===== config.mk =====
export PLATFORM = sky130hd
export DESIGN_NAME = mac_operand_streamer_flat
export DESIGN_NICKNAME = d
export VERILOG_FILES = /design/src/rtl/mac_operand_streamer_if.sv /design/src/rtl/mac_operand_streamer.sv /design/src/flat_wrapper.sv
export SDC_FILE = /design/constraint.sdc
export NUM_CORES = 1
export LEC_CHECK = 0
export ABC_AREA = 1
export CORE_ASPECT_RATIO = 1.75
export CORE_UTILIZATION = 61
export CTS_CLUSTER_DIAMETER = 120
export DETAILED_ROUTE_END_ITERATION = 6
export PLACE_DENSITY = 0.79
export REMOVE_ABC_BUFFERS = 1
export SLEW_MARGIN = 20
export SYNTH_ARGS = -nofsm -noshare
export SYNTH_HDL_FRONTEND = slang
export SYNTH_SLANG_ARGS = --single-unit
export TNS_END_PERCENT = 100

===== constraint.sdc =====
create_clock -name clk -period 4.43 [get_ports clk]
set_input_delay 0.6645 -clock clk [delete_from_list [all_inputs] [get_ports clk]]
set_output_delay 0.6645 -clock clk [all_outputs]
set_load 0.01 [all_outputs]

===== src/rtl/mac_operand_streamer_if.sv =====
// Operand-streamer bus: memory write port, vector start/length, and the
// operand/valid/clear drive toward the MAC plus busy/done status.
interface mac_operand_streamer_if #(
  parameter int DEPTH = 16,
  parameter int W     = 14
);
  localparam int AW = $clog2(DEPTH);

  logic          wr_en;
  logic [AW-1:0] wr_addr;
  logic [W-1:0]  wr_a;
  logic [W-1:0]  wr_b;
  logic          start;
  logic [AW:0]   len;
  logic [W-1:0]  mac_a;
  logic [W-1:0]  mac_b;
  logic          mac_valid;
  logic          mac_clr;
  logic          busy;
  logic          done;

  // master: the controller loading pairs and launching vectors
  modport master (
    output wr_en, wr_addr, wr_a, wr_b, start, len,
    input  mac_a, mac_b, mac_valid, mac_clr, busy, done
  );

  // slave: the streamer itself
  modport slave (
    input  wr_en, wr_addr, wr_a, wr_b, start, len,
    output mac_a, mac_b, mac_valid, mac_clr, busy, done
  );
endinterface


===== src/rtl/mac_operand_streamer.sv =====
// Streams one dot-product vector of stored operand pairs into the MAC.
// Optional MAC_STREAM_BUBBLE_EN inserts an idle cycle after every streamed pair.
module mac_operand_streamer #(
  parameter int DEPTH   = 16,
  parameter int W       = 14,
  parameter int MAC_LAT = 2
) (
  input logic                 clk,
  input logic                 reset,
  mac_operand_streamer_if.slave bus
);
  localparam int          AW         = $clog2(DEPTH);
  localparam logic [AW:0] DEPTH_N    = (AW+1)'(DEPTH);
  localparam logic [3:0]  DRAIN_INIT = (MAC_LAT >= 2) ? 4'(MAC_LAT - 2) : 4'd0;

  typedef enum logic [1:0] {IDLE, CLR, STREAM, DRAIN} state_t;

  state_t         state_reg;
  logic [2*W-1:0] mem [DEPTH];
  logic [AW:0]    len_reg;
  logic [AW:0]    idx_reg;
  logic [3:0]     cnt_reg;
  logic [W-1:0]   a_reg;
  logic [W-1:0]   b_reg;
  logic           valid_reg;
  logic           clr_reg;
  logic           busy_reg;
  logic           done_reg;
`ifdef MAC_STREAM_BUBBLE_EN
  logic           bubble_reg;
`endif

  // Memory is only writable while idle; contents survive reset
  always_ff @(posedge clk) begin
    if (state_reg == IDLE && bus.wr_en)
      mem[bus.wr_addr] <= {bus.wr_a, bus.wr_b};
  end

  always_ff @(posedge clk) begin
    if (reset) begin
      state_reg  <= IDLE;
      len_reg    <= '0;
      idx_reg    <= '0;
      cnt_reg    <= '0;
      a_reg      <= '0;
      b_reg      <= '0;
      valid_reg  <= 1'b0;
      clr_reg    <= 1'b0;
      busy_reg   <= 1'b0;
      done_reg   <= 1'b0;
`ifdef MAC_STREAM_BUBBLE_EN
      bubble_reg <= 1'b0;
`endif
    end else begin
      done_reg <= 1'b0;
      clr_reg  <= 1'b0;
      case (state_reg)
        IDLE: begin
          // a start coinciding with done is dropped
          if (bus.start && !done_reg) begin
            len_reg   <= (bus.len > DEPTH_N) ? DEPTH_N : bus.len;
            clr_reg   <= 1'b1;
            busy_reg  <= 1'b1;
            state_reg <= CLR;
          end
        end
        CLR: begin
          if (len_reg == '0) begin
            if (MAC_LAT == 1) begin
              done_reg  <= 1'b1;
              busy_reg  <= 1'b0;
              state_reg <= IDLE;
            end else begin
              cnt_reg   <= DRAIN_INIT;
              state_reg <= DRAIN;
            end
          end else begin
            {a_reg, b_reg} <= mem[0];
            valid_reg      <= 1'b1;
            idx_reg        <= (AW+1)'(1);
            state_reg      <= STREAM;
`ifdef MAC_STREAM_BUBBLE_EN
            bubble_reg     <= 1'b0;
`endif
          end
        end
        STREAM: begin
`ifdef MAC_STREAM_BUBBLE_EN
          if (bubble_reg) begin
            {a_reg, b_reg} <= mem[idx_reg[AW-1:0]];
            valid_reg      <= 1'b1;
            idx_reg        <= idx_reg + 1'b1;
            bubble_reg     <= 1'b0;
          end else begin
            valid_reg <= 1'b0;
            if (idx_reg == len_reg) begin
              if (MAC_LAT == 1) begin
                done_reg  <= 1'b1;
                busy_reg  <= 1'b0;
                state_reg <= IDLE;
              end else begin
                cnt_reg   <= DRAIN_INIT;
                state_reg <= DRAIN;
              end
            end else begin
              bubble_reg <= 1'b1;
            end
          end
`else
          // idx_reg already points past the pair currently on the bus
          if (idx_reg == len_reg) begin
            valid_reg <= 1'b0;
            if (MAC_LAT == 1) begin
              done_reg  <= 1'b1;
              busy_reg  <= 1'b0;
              state_reg <= IDLE;
            end else begin
              cnt_reg   <= DRAIN_INIT;
              state_reg <= DRAIN;
            end
          end else begin
            {a_reg, b_reg} <= mem[idx_reg[AW-1:0]];
            valid_reg      <= 1'b1;
            idx_reg        <= idx_reg + 1'b1;
          end
`endif
        end
        DRAIN: begin
          if (cnt_reg == '0) begin
            done_reg  <= 1'b1;
            busy_reg  <= 1'b0;
            state_reg <= IDLE;
          end else begin
            cnt_reg <= cnt_reg - 1'b1;
          end
        end
        default: state_reg <= IDLE;
      endcase
    end
  end

  assign bus.mac_a     = a_reg;
  assign bus.mac_b     = b_reg;
  assign bus.mac_valid = valid_reg;
  assign bus.mac_clr   = clr_reg;
  assign bus.busy      = busy_reg;
  assign bus.done      = done_reg;
endmodule


===== src/flat_wrapper.sv =====
// flat-port wrapper written by rule: the top's interface ports become plain ports
module mac_operand_streamer_flat 
#(
  parameter int DEPTH   = 16,
  parameter int W       = 14,
  parameter int MAC_LAT = 2
)
  (clk, reset, bus_wr_en, bus_wr_addr, bus_wr_a, bus_wr_b, bus_start, bus_len, bus_mac_a, bus_mac_b, bus_mac_valid, bus_mac_clr, bus_busy, bus_done);
  mac_operand_streamer_if #(.DEPTH(DEPTH), .W(W)) bus_i ();
  input logic clk;
  input logic reset;
  input wire logic [$bits(bus_i.wr_en)-1:0] bus_wr_en;
  input wire logic [$bits(bus_i.wr_addr)-1:0] bus_wr_addr;
  input wire logic [$bits(bus_i.wr_a)-1:0] bus_wr_a;
  input wire logic [$bits(bus_i.wr_b)-1:0] bus_wr_b;
  input wire logic [$bits(bus_i.start)-1:0] bus_start;
  input wire logic [$bits(bus_i.len)-1:0] bus_len;
  output wire logic [$bits(bus_i.mac_a)-1:0] bus_mac_a;
  output wire logic [$bits(bus_i.mac_b)-1:0] bus_mac_b;
  output wire logic [$bits(bus_i.mac_valid)-1:0] bus_mac_valid;
  output wire logic [$bits(bus_i.mac_clr)-1:0] bus_mac_clr;
  output wire logic [$bits(bus_i.busy)-1:0] bus_busy;
  output wire logic [$bits(bus_i.done)-1:0] bus_done;
  assign bus_i.wr_en = bus_wr_en;
  assign bus_i.wr_addr = bus_wr_addr;
  assign bus_i.wr_a = bus_wr_a;
  assign bus_i.wr_b = bus_wr_b;
  assign bus_i.start = bus_start;
  assign bus_i.len = bus_len;
  assign bus_mac_a = bus_i.mac_a;
  assign bus_mac_b = bus_i.mac_b;
  assign bus_mac_valid = bus_i.mac_valid;
  assign bus_mac_clr = bus_i.mac_clr;
  assign bus_busy = bus_i.busy;
  assign bus_done = bus_i.done;
  mac_operand_streamer #(.DEPTH(DEPTH), .W(W), .MAC_LAT(MAC_LAT)) u_core (.clk(clk), .reset(reset), .bus(bus_i));
endmodule

==> metrics.csv <==
metric,value,unit
Synth top cells by count,"nand2_1, edfxtp_1, nand3_1, inv_1, dfxtp_1",
pin count of the biggest net entering global routing,225,
via count,15300,
setup violators final,0,
clock network fraction of design power,30.4,%
post-synthesis instance total,2157,
"Distinct cells, synth",25,
H-tree Lvls,2,
initial drt markers,1613,
initial antenna violation count,0,
clk slew on worst S/H paths,0.07,ns
sequential share of the synthesized area,67.2,%
hold slack,0.496,ns
setup_tns,0,ns
port bufs,72,
fmax,348,MHz
Tot Pwr,12.5,mW
I/O pin total,73,
Total GRT Usage,29.8,%
Gate power share,25.5,%
cell with the most instances after synthesis,nand2_1,
hold crit path type,flop to flop,
WP data required,4.60,ns
share of the synthesized area in the top cell type,62.4,%
DR vias/cell,5.66,
Final Hold Vio Count,0,
Mapped Area,0.0216,mm^2
Final nets,2248,
WL/cell,19.2,um
Die Width,144,um
share of layout cells above drive strength 1,7.25,%
Die Y,251,um
sequential share of power,44.1,%
internal power,8.42,mW
Switching Share,32.4,%
Final Cell Area,0.0242,mm^2
Initial Util,62.2,%
"Slew Viols, Final",0,
Post-synth EDFFs,448,
leading area contributor after synthesis,edfxtp_1,
Final WS setup,1.56,ns
CTS tree,done,
first-pass GRT wire length,80100,um
count of state elements after synthesis,500,
"Area growth, synth to finish",12.0,%
RSZ-0062 raised after global routing,no,
Tcrit/Tclk final,64.8,%
Reg with most FFs,u_core.mem,
drt first pass iters,6,
DP Wirelength,28900,um
maximum capacitance violations,0,
Core ar.,0.0347,mm^2
ranking of synthesized cells by area,"edfxtp_1, nand2_1, nand3_1",
die area,0.0361,mm^2
Root Driver,clkbuf_16,
DRC Markers,0,
Psw,4.05,mW
Final ANT Viol Nets,0,
cts hold-fix bufs,0,
worst-path fanout max,28,
vias in the first global route,15200,
Sink Count,500,
ys flop type,edfxtp_1,
clk_skew,0.0234,ns
Pleak,10.0,nW
synthesized area per cell,10.0,um^2
Yosys warning count,0,
Worst slew margin,3.61,%
GP Congestion,0.815,
GR Overflow Total,0,
final critical-path required period,2.87,ns
num rows,90,
buffer levels on the longest clock path,3,
PwrDens,516,mW/mm^2
ANT cells,0,
Setup crit start kind,flop,
dpl cell area,0.0227,mm^2
Resize count post-CTS,0,
final WL,51800,um
filler instances,2526,
nature of the critical path endpoint,flop,
Tightest Pin Transition,1.45,ns
Post-CTS Setup Inserts,0,
Worst-Skew Late Latency,0.57,ns
pre-CTS setup slack,1.20,ns
cts bufs inserted,44,
status,finished clean,
Worst Path Arrival,3.04,ns
asr flop ratio synth,0,%
Largest register FFs,448,
worst vdd ir,0.000488,V
Setup CP Type,flop to flop,
-- final timing paths --
| kind | end | slack (ns) | cells after the start | startpoint |
|---|---|---|---|---|
| hold reg to reg | u_core.cnt_reg[3]$_SDFFE_PP0P_ | 0.50 | 2 | u_core.cnt_reg[3]$_SDFFE_PP0P_ |
| setup reg to reg | u_core.mem[0][11]$_DFFE_PP_ | 1.56 | 6 | u_core.state_reg[0]$_SDFFE_PP0P_ |
| hold / removal | u_core.cnt_reg[3]$_SDFFE_PP0P_ | 0.50 | 2 | u_core.cnt_reg[3]$_SDFFE_PP0P_ |
| setup / recovery | u_core.mem[0][11]$_DFFE_PP_ | 1.56 | 6 | u_core.state_reg[0]$_SDFFE_PP0P_ |
-- layer usage --
metal | GRT usage [%] | part of all wire, % | up-vias
met5 | 0 | 0 | -
met4 | 16.3 | 4.9 | 0
met3 | 3.56 | 7.8 | 177
met2 | 51.7 | 52 | 776
met1 | 35.7 | 36 | 7231
li1 | - | - | 7077
-- area by class of cell --
class	instances	area [um^2]	area share, %
inverter	285	1080	4.46
multi-input combinational	1263	5560	23.0
sequential	500	14500	60.0
clock inverter	27	219	0.907
timing repair buffer	105	1010	4.16
clock buffer	55	1210	5.02
tap	460	576	2.38
-- worst max-delay path, cell delays in order, from the launching register on --
cell and delay [ns]:
dfxtp_1 0.35, inv_1 0.14, ha_1 0.22, nand2_1 0.31, inv_1 0.17, nand3_1 0.31
nor2_4 0.98
-- kinds of logic (layout without fill, tap and decap cells) --
| kind of cell | after synthesis | in the layout | share of synthesized area (%) |
|---|---|---|---|
| buffers and inverters | 394 | 472 | 7.48 |
| adder cells (fa/ha/maj) | 8 | 8 | 0.464 |
| AO/OA/AOI/OAI | 57 | 57 | 1.85 |
| flip-flops | 500 | 500 | 67.2 |
| XOR/XNOR | 6 | 6 | 0.244 |
| AND/OR/NAND/NOR | 1192 | 1192 | 22.7 |
-- power groups by stage --
stage                     clock network [mW]  logic (mW)  registers (mW)
after floorplan                            0        1.95            5.76
after global placement                     0        3.01            5.59
after detailed placement                   0        3.13            5.60
after CTS                               3.81        3.16            5.50
after global routing                    3.97        3.51            5.52
final                                   3.79        3.18            5.50
-- metrics by stage --
stage          cells  utilization, %
2_1_floorplan   2048               -
3_3_place_gp    2613            65.5
3_5_place_dp    2613            65.5
4_1_cts         2695            69.6
5_1_grt         2695            69.6
6_report        2695            69.6
-- cells in the final DEF (no fill, tap or decap) --
master and count:
clkdlybuf4s50_1 72, nand3_1 321, o41ai_1 1, clkbuf_1 5
inv_1 279, dfxtp_2 1, nand4_1 5, clkinvlp_4 2
o31ai_1 2, clkinv_2 12, clkinv_4 5, nand2_2 1
ha_1 7, ha_2 1, clkinv_1 4, nor2_2 1
nor3_1 2, buf_12 3, nand2_1 829, clkbuf_8 5
bufinv_16 2, dfxtp_1 49, o21ai_0 6, nor2_4 8
inv_2 3, a21oi_1 20, xor2_1 4, inv_6 5
dfxtp_4 2, buf_4 30, edfxtp_1 448, clkbuf_16 45
a21oi_2 28, xnor2_1 2, nor2_1 17, nor3_2 8
Power figures use the tool's default switching activity.
==> RTL change, RTL diff (same settings) <==
Encoding of `state_t`: now Gray code (2 bits for 4 states).
--- a/src/rtl/mac_operand_streamer.sv
+++ b/src/rtl/mac_operand_streamer.sv
@@ -14,5 +14,5 @@
   localparam logic [3:0]  DRAIN_INIT = (MAC_LAT >= 2) ? 4'(MAC_LAT - 2) : 4'd0;
 
-  typedef enum logic [1:0] {IDLE, CLR, STREAM, DRAIN} state_t;
+  typedef enum logic [1:0] {IDLE = 2'b00, CLR = 2'b01, STREAM = 2'b11, DRAIN = 2'b10} state_t;
 
   state_t         state_reg;
Formal check against the unedited RTL: no difference found for any inputs over 4 cycles, from zero or initial values and one cycle with reset high; so few cycles prove little.
==> RTL change against the unedited design <==
  * Sequential cell count unchanged
  * Critical path type unchanged
  * Worst setup slack worse by 310 ps
  * Routed wire length rose by 3.4%
  * Clock power shrank 3%
  * Cell area is 1.2% lower
  * Largest power group unchanged
  * Sequential share of layout area up 0.73 points
  * Power is 8.6% lower
  * Count of clock-buffer cells in the layout up 2
  * Area after synthesis is 0.22% lower
==> RTL change: results (changes against the unedited design) <==
Pwr:
- The maximum vdd ir drop is 299.2 uV (-39%).
- The leakage power summed over all cells is 0.009717 uW (-2.8%).

Global routing:
- The first-pass GRT wire length came to 81.36 mm (+1.5%).
- The global-route track usage on met1 came to 36.53% (+0.86 points).
- The global-route usage over all layers is 30.56% (+0.80 points).

Cells and area:
- The number of nets in the final layout is 2187 (-2.7%).
- The total area of multi-input combinational cells is 0.005480 mm2 (-1.4%).
- The non-clock inverter count in the final layout is 269 (-5.6%).
- The fraction of final layout cells with drive strength greater than 1 is 5.701% (-1.5 points).
- The data-path buffer share of cell area in the final layout is 3.985% (-0.18 points).
- The multi-input combinational gate total came to 1235 (-2.2%).
- The total of plain and repair buffers excluding clock buffers was 95 (-9.5%).
- The portion of the layout cell area used by clock cells is 5.605% (-0.33 points).

Critical path:
- The data arrival time of the critical path is 3610 ps (+570 ps).
- The depth of the most critical reg-to-reg path is 8 (+2).
- The largest fanout on the critical path is 35 (+25%).

Timing:
- The final cycle utilization of the critical path was 71.83% (+7.0 points).

Outcome:
- The flow ran to the end, and the final reports show no timing, DRC or antenna violations.

Place:
- The placed wire-length estimate after detailed placement is 29.85 mm (+3.2%).
- The setup slack at placement is 1167 ps (-29.45 ps).
- The routability congestion estimate came to 0.8519 (+4.6%).

Logic synthesis:
- The share of synthesized area occupied by flip-flops and latches is 67.36% (+0.15 points).
- The average instance area after synthesis is 10.17 um2 (+1.8%).
- The total standard cell area after synthesis came to 0.02152 mm2 (-0.22%).

Min path:
- The startpoint of the most critical hold path is u_core.cnt_reg[0].
- The worst hold path terminates at u_core.cnt_reg[0].

Route:
- The total detailed-routing wirelength was 53.55 mm (+3.4%).
- The met2 wirelength from detailed routing came to 27.69 mm (+3.2%).
- The detailed-route wire length per cell was 20.32 um (+5.7%).
RTL change: cell types whose count changed after synthesis, moves of 16 or more:
| cell | unedited run | this run |
|---|---|---|
| sky130_fd_sc_hd__nand2_1 | 829 | 762 |
| sky130_fd_sc_hd__nand3b_1 | 0 | 28 |
| sky130_fd_sc_hd__a21oi_2 | 28 | 7 |
| sky130_fd_sc_hd__a21oi_1 | 20 | 40 |
| sky130_fd_sc_hd__inv_1 | 281 | 262 |
| sky130_fd_sc_hd__o21ai_0 | 6 | 22 |
RTL change: kinds of logic (layout without fill, tap and decap cells):
group,Yosys count,in the layout,share of synthesized area [%]
fa+ha+maj,3,3,0.1745
buf+inv,380,440,7.757
compound gates,71,71,1.808
flops,500,500,67.36
simple gates,1154,1154,22.62
xor+xnor,7,7,0.2849
RTL change: power by group through the flow:
stage               registers (uW)  clock network [uW]  logic, uW
floorplan                     5700                   0       1330
global placement              5620                   0       2090
detailed placement            5620                   0       2160
CTS                           5520                3690       2180
global route                  5540                3820       2420
finish                        5530                3660       2200
